[src/rtl/pll_prog_seq_pkg.sv]
// ---------------------------------------------------------------------------
// pll_prog_seq_pkg : shared types for the PLL programming sequencer
// Rev 1.0
// ---------------------------------------------------------------------------
`default_nettype none

package pll_prog_seq_pkg;

  typedef enum logic [2:0] {
    IDLE       = 3'd0,
    SWITCH_OUT = 3'd1,
    PWRDN      = 3'd2,
    RESET      = 3'd3,
    LOCK       = 3'd4,
    SWITCH_IN  = 3'd5,
    DONE       = 3'd6
  } pll_seq_state_e;

  typedef struct packed {
    logic [3:0] clkr;
    logic [5:0] clkf;
    logic [3:0] clkod;
    logic [5:0] bwadj;
    logic       bypass;
    logic       pwrdn;
  } pll_cfg_t;

  function automatic int max3(input int a, input int b, input int c);
    int m;
    m = (a > b) ? a : b;
    return (m > c) ? m : c;
  endfunction

endpackage

`default_nettype wire

[src/rtl/sync.sv]
// ---------------------------------------------------------------------------
// sync : two-flop synchronizer for a single asynchronous level
// Rev 1.0
// ---------------------------------------------------------------------------
`default_nettype none

module sync (
  input  logic clk,
  input  logic rst_n,
  input  logic d,
  output logic q
);

  logic meta;

  always_ff @(posedge clk or negedge rst_n) begin
    if (!rst_n) begin
      meta <= 1'b0;
      q    <= 1'b0;
    end else begin
      meta <= d;
      q    <= meta;
    end
  end

endmodule

`default_nettype wire

[src/rtl/pll_prog_seq.sv]
// ---------------------------------------------------------------------------
// pll_prog_seq : walks the PLL through switch-out / reset / lock / switch-in
// Rev 1.0
// ---------------------------------------------------------------------------
`default_nettype none

module pll_prog_seq
  import pll_prog_seq_pkg::*;
#(
  parameter int RESET_CYCLES  = 16,
  parameter int LOCK_CYCLES   = 2048,
  parameter int SWITCH_CYCLES = 8
) (
  input  logic       refclk,
  input  logic       rstn,
  input  logic       cfg_valid,
  output logic       cfg_ready,
  input  logic [3:0] cfg_clkr,
  input  logic [5:0] cfg_clkf,
  input  logic [3:0] cfg_clkod,
  input  logic [5:0] cfg_bwadj,
  input  logic       cfg_bypass,
  input  logic       cfg_pwrdn,
  output logic [3:0] func_clkr,
  output logic [5:0] func_clkf,
  output logic [3:0] func_clkod,
  output logic [5:0] func_bwadj,
  output logic       func_reset,
  output logic       func_intfb,
  output logic       func_bypass,
  output logic       func_test,
  output logic       func_pwrdn,
  output logic       func_clk_sel,
  output logic       func_prog_done,
  input  logic       rfslip,
  input  logic       fbslip,
  output logic       slip_sticky,
  output logic       busy
);

  localparam int CNT_W = $clog2(max3(RESET_CYCLES, LOCK_CYCLES, SWITCH_CYCLES)) + 1;
  localparam logic [CNT_W-1:0] RESET_LOAD  = CNT_W'(RESET_CYCLES - 1);
  localparam logic [CNT_W-1:0] LOCK_LOAD   = CNT_W'(LOCK_CYCLES - 1);
  localparam logic [CNT_W-1:0] SWITCH_LOAD = CNT_W'(SWITCH_CYCLES - 1);

  pll_seq_state_e   state;
  pll_seq_state_e   state_d;
  logic [CNT_W-1:0] cnt;
  logic [CNT_W-1:0] cnt_load;
  logic             accept;
  logic             cnt_zero;
  logic             pwrdn_req;
  logic             rfslip_s;
  logic             fbslip_s;
  pll_cfg_t         cfg_in;

  assign cfg_in     = {cfg_clkr, cfg_clkf, cfg_clkod, cfg_bwadj, cfg_bypass, cfg_pwrdn};
  assign cfg_ready  = (state == IDLE) || (state == DONE);
  assign busy       = !cfg_ready;
  assign accept     = cfg_valid && cfg_ready;
  assign cnt_zero   = (cnt == '0);
  assign func_intfb = 1'b1;
  assign func_test  = 1'b0;

  sync u_rfslip_sync (
    .clk   (refclk),
    .rst_n (rstn),
    .d     (rfslip),
    .q     (rfslip_s)
  );

  sync u_fbslip_sync (
    .clk   (refclk),
    .rst_n (rstn),
    .d     (fbslip),
    .q     (fbslip_s)
  );

  // A fresh request from IDLE needs no switch-out: the output is already on refclk.
  always_comb begin
    state_d  = state;
    cnt_load = '0;
    case (state)
      IDLE:       if (accept) state_d = cfg_pwrdn ? PWRDN : RESET;
      DONE:       if (accept) state_d = SWITCH_OUT;
      SWITCH_OUT: if (cnt_zero) state_d = pwrdn_req ? PWRDN : RESET;
      PWRDN:      state_d = IDLE;
      RESET:      if (cnt_zero) state_d = func_bypass ? SWITCH_IN : LOCK;
      LOCK:       if (cnt_zero) state_d = SWITCH_IN;
      SWITCH_IN:  if (cnt_zero) state_d = DONE;
      default:    state_d = IDLE;
    endcase
    case (state_d)
      SWITCH_OUT, SWITCH_IN: cnt_load = SWITCH_LOAD;
      RESET:                 cnt_load = RESET_LOAD;
      LOCK:                  cnt_load = LOCK_LOAD;
      default:               cnt_load = '0;
    endcase
  end

  always_ff @(posedge refclk or negedge rstn) begin
    if (!rstn) begin
      state <= IDLE;
      cnt   <= '0;
    end else begin
      state <= state_d;
      if (state_d != state) begin
        cnt <= cnt_load;
      end else if (!cnt_zero) begin
        cnt <= cnt - 1'b1;
      end
    end
  end

  // Control outputs follow the state being entered so they line up with it.
  always_ff @(posedge refclk or negedge rstn) begin
    if (!rstn) begin
      func_clkr      <= '0;
      func_clkf      <= '0;
      func_clkod     <= '0;
      func_bwadj     <= '0;
      func_bypass    <= 1'b0;
      pwrdn_req      <= 1'b0;
      func_reset     <= 1'b1;
      func_pwrdn     <= 1'b0;
      func_clk_sel   <= 1'b0;
      func_prog_done <= 1'b0;
      slip_sticky    <= 1'b0;
    end else begin
      if (accept) begin
        func_clkr   <= cfg_in.clkr;
        func_clkf   <= cfg_in.clkf;
        func_clkod  <= cfg_in.clkod;
        func_bwadj  <= cfg_in.bwadj;
        func_bypass <= cfg_in.bypass;
        pwrdn_req   <= cfg_in.pwrdn;
      end
      func_prog_done <= (state_d == DONE);
      case (state_d)
        IDLE: begin
          func_reset   <= 1'b1;
          func_clk_sel <= 1'b0;
        end
        SWITCH_OUT: func_clk_sel <= 1'b0;
        RESET: begin
          func_reset <= 1'b1;
          func_pwrdn <= 1'b0;
        end
        LOCK:      func_reset   <= 1'b0;
        SWITCH_IN: func_clk_sel <= 1'b1;
        DONE: begin
          func_reset   <= 1'b0;
          func_clk_sel <= 1'b1;
        end
        default: ;
      endcase
      if (state == PWRDN) begin
        func_pwrdn <= 1'b1;
      end
      if (accept) begin
        slip_sticky <= 1'b0;
      end else if ((state == DONE) && (rfslip_s || fbslip_s)) begin
        slip_sticky <= 1'b1;
      end
    end
  end

endmodule

`default_nettype wire
[config.mk]
export PLATFORM = sky130hd
export DESIGN_NAME = pll_prog_seq
export DESIGN_NICKNAME = d
export VERILOG_FILES = /design/src/rtl/pll_prog_seq_pkg.sv /design/src/rtl/sync.sv /design/src/rtl/pll_prog_seq.sv
export SDC_FILE = /design/constraint.sdc
export NUM_CORES = 1
export LEC_CHECK = 0
export ABC_AREA = 0
export CORE_AREA = 2 2 86 88
export CTS_CLUSTER_SIZE = 10
export DETAILED_ROUTE_END_ITERATION = 8
export DIE_AREA = 0 0 88 90
export SLEW_MARGIN = 15
export SYNTH_ARGS = -nofsm -noshare
export SYNTH_HDL_FRONTEND = slang
export SYNTH_SLANG_ARGS = --single-unit
[constraint.sdc]
create_clock -name refclk -period 2.51 [get_ports refclk]
set_input_delay 0.502 -clock refclk [delete_from_list [all_inputs] [get_ports refclk]]
set_output_delay 0.502 -clock refclk [all_outputs]
set_load 0.01 [all_outputs]
After elaboration in Yosys (flattened, before gate mapping) --
Cells that the tools add are included.
Operators by class: add/subtract/negate cells 1, equality and inequality tests 13, multiplexer cells 19, reduce and logical (&&, ||, !) cells 17
Operators by type and width (count):
- 11-bit one-hot mux with 3 select lines | 1
- 12-bit 2-to-1 mux | 2
- 3-bit equality test, second input constant | 6
- 3-bit 2-to-1 mux | 6
- 3-bit one-hot mux with 6 select lines | 1
- 12-bit zero test | 1
- 12-bit by 1-bit subtractor with 12-bit output, second input constant | 1
- 2-bit OR reduction | 5
- 3-bit by 2-bit equality test with 1-bit output, second input constant | 3
- 2-bit nonzero test | 4
- 1-bit 2-to-1 mux | 7
- 3-bit by 1-bit equality test with 1-bit output, second input constant | 2
- 3-bit zero test | 2
- 1-bit one-hot mux with 2 select lines | 2
- 3-bit != test | 1
- 1-bit logical AND | 2
- 1-bit logical OR | 2
- 2-bit by 1-bit != test with 1-bit output, second input constant | 1
- 1-bit zero test | 1
Word-level totals: flip-flop bits (word level) 46, input port bits 27, output and inout port bits 30, word-level logic and storage cells 67

Longest topological paths before layout --
word-level depth 9, depth in mapped cells 8, depth with buffers taken out 8

Modules after synthesis --
From an unflattened synthesis, not the netlist that was laid out.
Second synthesis, totals: cell total of the unflattened synthesis 192, area, all modules 2317.2 µm²
Modules (own cells, without submodules):
- pll_prog_seq | times used 1, cells an instance 188, area an instance 2217.1 µm², sequential area each 1052.3 µm²
- sync | times used 2, cells an instance 2, area an instance 50.0 µm², sequential area each 50.0 µm²

Least setup slack after synthesis --
OpenSTA, ideal clock, no wires.
path kind flip-flop to flip-flop, from register cnt[0], to register func_clk_sel, setup time 0.124 ns, data arrival time 2.113 ns, required time 2.386 ns, slack 0.273 ns, stages on the path, launching flop included 8, path buffers 0, period minus slack after synthesis 2.237 ns, cell sequence dfrtp_1 -> inv_1 -> ha_1 -> nor4b_4 -> a311oi_1 -> or4_4 -> or2_4 -> o31a_1
On the way: longest elaborated chain between the ends 6, elaborated cells between the ends (all ways) 14, classes of those cells eq/ne: 3; mux: 6; reduce/logical: 5
Ends and longest elaborated chain:
- from (decl) | line pll_prog_seq.sv:48 | logic [CNT_W-1:0] cnt;
- from (signal assigned) | line pll_prog_seq.sv:108 | cnt <= cnt_load;
- from (signal assigned) | line pll_prog_seq.sv:110 | cnt <= cnt - 1'b1;
- 12-bit zero test (*) | line pll_prog_seq.sv:61 | assign cnt_zero = (cnt == '0);
- 3-bit 2-to-1 mux, on equally long branches
- 3-bit one-hot mux with 6 select lines (*) | line pll_prog_seq.sv:83 | case (state)
- named net state_d[0] | line pll_prog_seq.sv:47 | pll_seq_state_e state_d;
- 3-bit equality test (tied with other cells) | line pll_prog_seq.sv:139 | case (state_d)
- 2-bit OR reduction (no line)
- 1-bit one-hot mux with 2 select lines or 2-bit nonzero test (tied branches)
- to (signal assigned) | line pll_prog_seq.sv:142 | func_clk_sel <= 1'b0;
- to (signal assigned) | line pll_prog_seq.sv:144 | SWITCH_OUT: func_clk_sel <= 1'b0;
- to (signal assigned) | line pll_prog_seq.sv:150 | SWITCH_IN: func_clk_sel <= 1'b1;
- to (decl) | line pll_prog_seq.sv:33 | output logic func_clk_sel,
Mark *: on every way through the listed nets, which the timed path passes. The rest lies on a longest branch. A chain may end at the register's enable or synchronous reset.

Worst setup path after layout --
Ends and elaborated chain as after synthesis.

==> results.cfg <==
[run_status]
status = finished clean

[cts]
cts_buffer_depth = 2
cts_setup_buffers = 0
clk_latency_ns = 0.31
path_clk_slew_ns = 0.09
clock_sinks = 46
post_cts_resized = 0
cts_max_level = 2
cts_inserted_buffers = 5
tritoncts = yes
cts_hold_buffers = 0
cts-root-buf = clkbuf_8

[yosys]
synth_warnings = 0
synthTopCellsByCount = 45 x dfrtp_1, 23 x mux2_2, 11 x o21ai_0
yosysTopAreaCell = dfrtp_1
synthCells = 181
async_reset_ff_share_pct = 100
syn_nets = 209
ys_types = 48
synth_area_leaders = dfrtp_1 53%, mux2_2 12%, o21ai_0 2.6%
syn_area_um2 = 2130
syn_avg_cell_area_um2 = 11.8
ys.flop_type = dfrtp_1
yosysSeqAreaShare_pct = 54.2
synth_edf_count = 0
ys_seq_elements = 46
yosysMostFrequentCell = dfrtp_1
synth_top_area_share_pct = 52.9

[timing]
skew_ns = 0.0107
tns_ns = 0
setup_viol = 0
fmaxAchievable_mhz = 416
hold_viol_final = 0
fin_crit_sh_pct = 95.7
slew_violations = 0
tightest_slew_ns = 0.582
relSlewSlack_pct = 61.2
layout_min_cycle_time_ns = 2.40

[detailed_routing]
wirelength_mm = 4.46
drc = 0
wl_per_cell_um = 13.1
antenna_left = 0
drt_first_pass_iters = 4
vias = 1588
routed_via_density = 4.64
drt_iter0_markers = 85

[die]
die_h_um = 90
pin_count = 57
die_area_um2 = 7920
core_um2 = 7020
start_util_pct = 30.3
dieWidth_um = 88
num_rows = 31

[finish]
diodes = 0
final_cell_area_um2 = 2930
nFillCells = 683
multi_input_area_um2 = 920
area_growth_pct = 37.9
regArea_um2 = 1150
final_layout_size_suffix_gt1_share_pct = 21.0
nets = 270

[global_route]
grt_pass1_vias = 1599
grt_max_degree = 47
grt_use_total_pct = 12.0
grt_first_pass_wirelength_mm = 7.54
gr-total-overflow = 0
antenna_found_initial = 0

[setup_path]
cp_slowest_cell = or4_4
startpoint_type = flop
cp-end-kind = flop
slowest_delay_ns = 0.61
path_max_fanout = 4
crit_buf_inv = 1
cp_cell_sequence = inv_1 > ha_1 > nor4b_4 > a311oi_1 > or4_4 > or2_4 > o31a_1
cp.arrival_ns = 2.60
crit_type = reg -> reg
crit_required_ns = 2.71
cp_top_family = simple AND/OR/NAND/NOR gates

[placed_design]
portBuffers = 54
dp.final_hpwl_mm = 3.16
gp_congestion = 0.846
place_area_um2 = 2810

[worst_hold_path]
hp-class = in -> async

[power_and_ir_drop]
p_leak_uw = 0.00124
p_per_area_nw_per_um2 = 1110
peakVddDrop_v = 0.000370

[job]
max_cap_violations = 0
cell usage in the layout, fill, tap and decap left out, drive strengths merged, types with 2 or more instances in the layout:
master         count
xnor2              6
nor3               6
xor2               4
nand2              9
nand2b             2
or3b               2
dfrtp             45
o31ai              2
or3                2
nor2b              3
and3               2
nor4b              2
a211oi             2
nor4               2
clkbuf             5
nand3              2
o22ai              3
mux2              23
conb               2
a21oi              2
buf                9
o21ai             11
inv                9
o211ai             5
or4                2
nor2               8
and2               3
clkdlybuf4s50     53
state kept, by name, summed over array words and instances, names as in the netlist:
register            flops
cnt                    12
func_bwadj              6
func_clkf               6
func_clkod              4
func_clkr               4
state                   3
func_bypass             1
func_clk_sel            1
func_prog_done          1
func_pwrdn              1
func_reset              1
pwrdn_req               1
slip_sticky             1
u_fbslip_sync.meta      1
u_fbslip_sync.q         1
u_rfslip_sync.meta      1
u_rfslip_sync.q         1
stage by stage:
stage          total power, µW  utilization (%)  std cells  setup slack [ns]  hold WS [ns]
2_1_floorplan             2050                -        181             0.273         0.206
5_1_grt                   3480             41.8        342           -0.0126         0.326
3_3_place_gp              2680             40.0        334            0.0815         0.335
4_1_cts                   3280             41.6        342            0.0479         0.299
3_5_place_dp              2690             40.0        334            0.0441         0.342
6_report                  3250             41.8        342             0.108         0.274
cell type report:
type                            instances  area share (%)
Tap cell                               99            4.22
Timing Repair Buffer                   62            20.3
Multi-Input combinational cell        119            31.3
Sequential cell                        46            39.3
Clock buffer                            5            2.35
Inverter                                8            1.02
Clock inverter                          3            1.49
metal layers:
layer  global-route usage, %  vias to the layer above  share of wire, %
met1                    16.1                      781                47
li1                        -                      761                 -
met2                    18.2                       40                46
met3                    3.95                        6               5.3
met5                       0                        -                 0
met4                    3.85                        0               1.4
power breakdown:
group          leakage, µW  total [µW]  switching, µW  internal, µW
Clock            0.0000585         561            263           298
Sequential        0.000574        1250            229          1030
Combinational     0.000610        1430            618           815
worst register-to-register path, stage by stage, from the launching register on:
cell and delay, ns:
dfrtp_1 0.40, inv_1 0.11, ha_1 0.23, nor4b_4 0.26, a311oi_1 0.21, or4_4 0.61
or2_4 0.26, o31a_1 0.23
path summary, 6_finish.rpt:
check	cells after the start	slack, ns	end	start
max reg2reg	7	0.11	func_clk_sel	cnt[0]
max	7	0.11	func_clk_sel	cnt[0]
min in group refclk	0	0.35	u_fbslip_sync.q	u_fbslip_sync.meta
max in group asynchronous	2	1.83	cnt[10]	rstn
min reg2reg	0	0.35	u_fbslip_sync.q	u_fbslip_sync.meta
min	2	0.27	func_clkf[0]	rstn
kinds of logic (layout without fill, tap and decap cells):
logic type      count (synthesis)  in the layout  share of synthesized area (%)
fa+ha+maj                       1              1                          0.588
buf+inv                        16             78                           3.29
simple gates                   51             51                           15.4
compound gates                 32             32                           9.88
mux                            23             23                           12.2
xor+xnor                       10             10                           4.12
flops                          46             46                           54.2
other cells                     2              2                          0.353
Note: power is estimated with default switching activity, not from simulation.
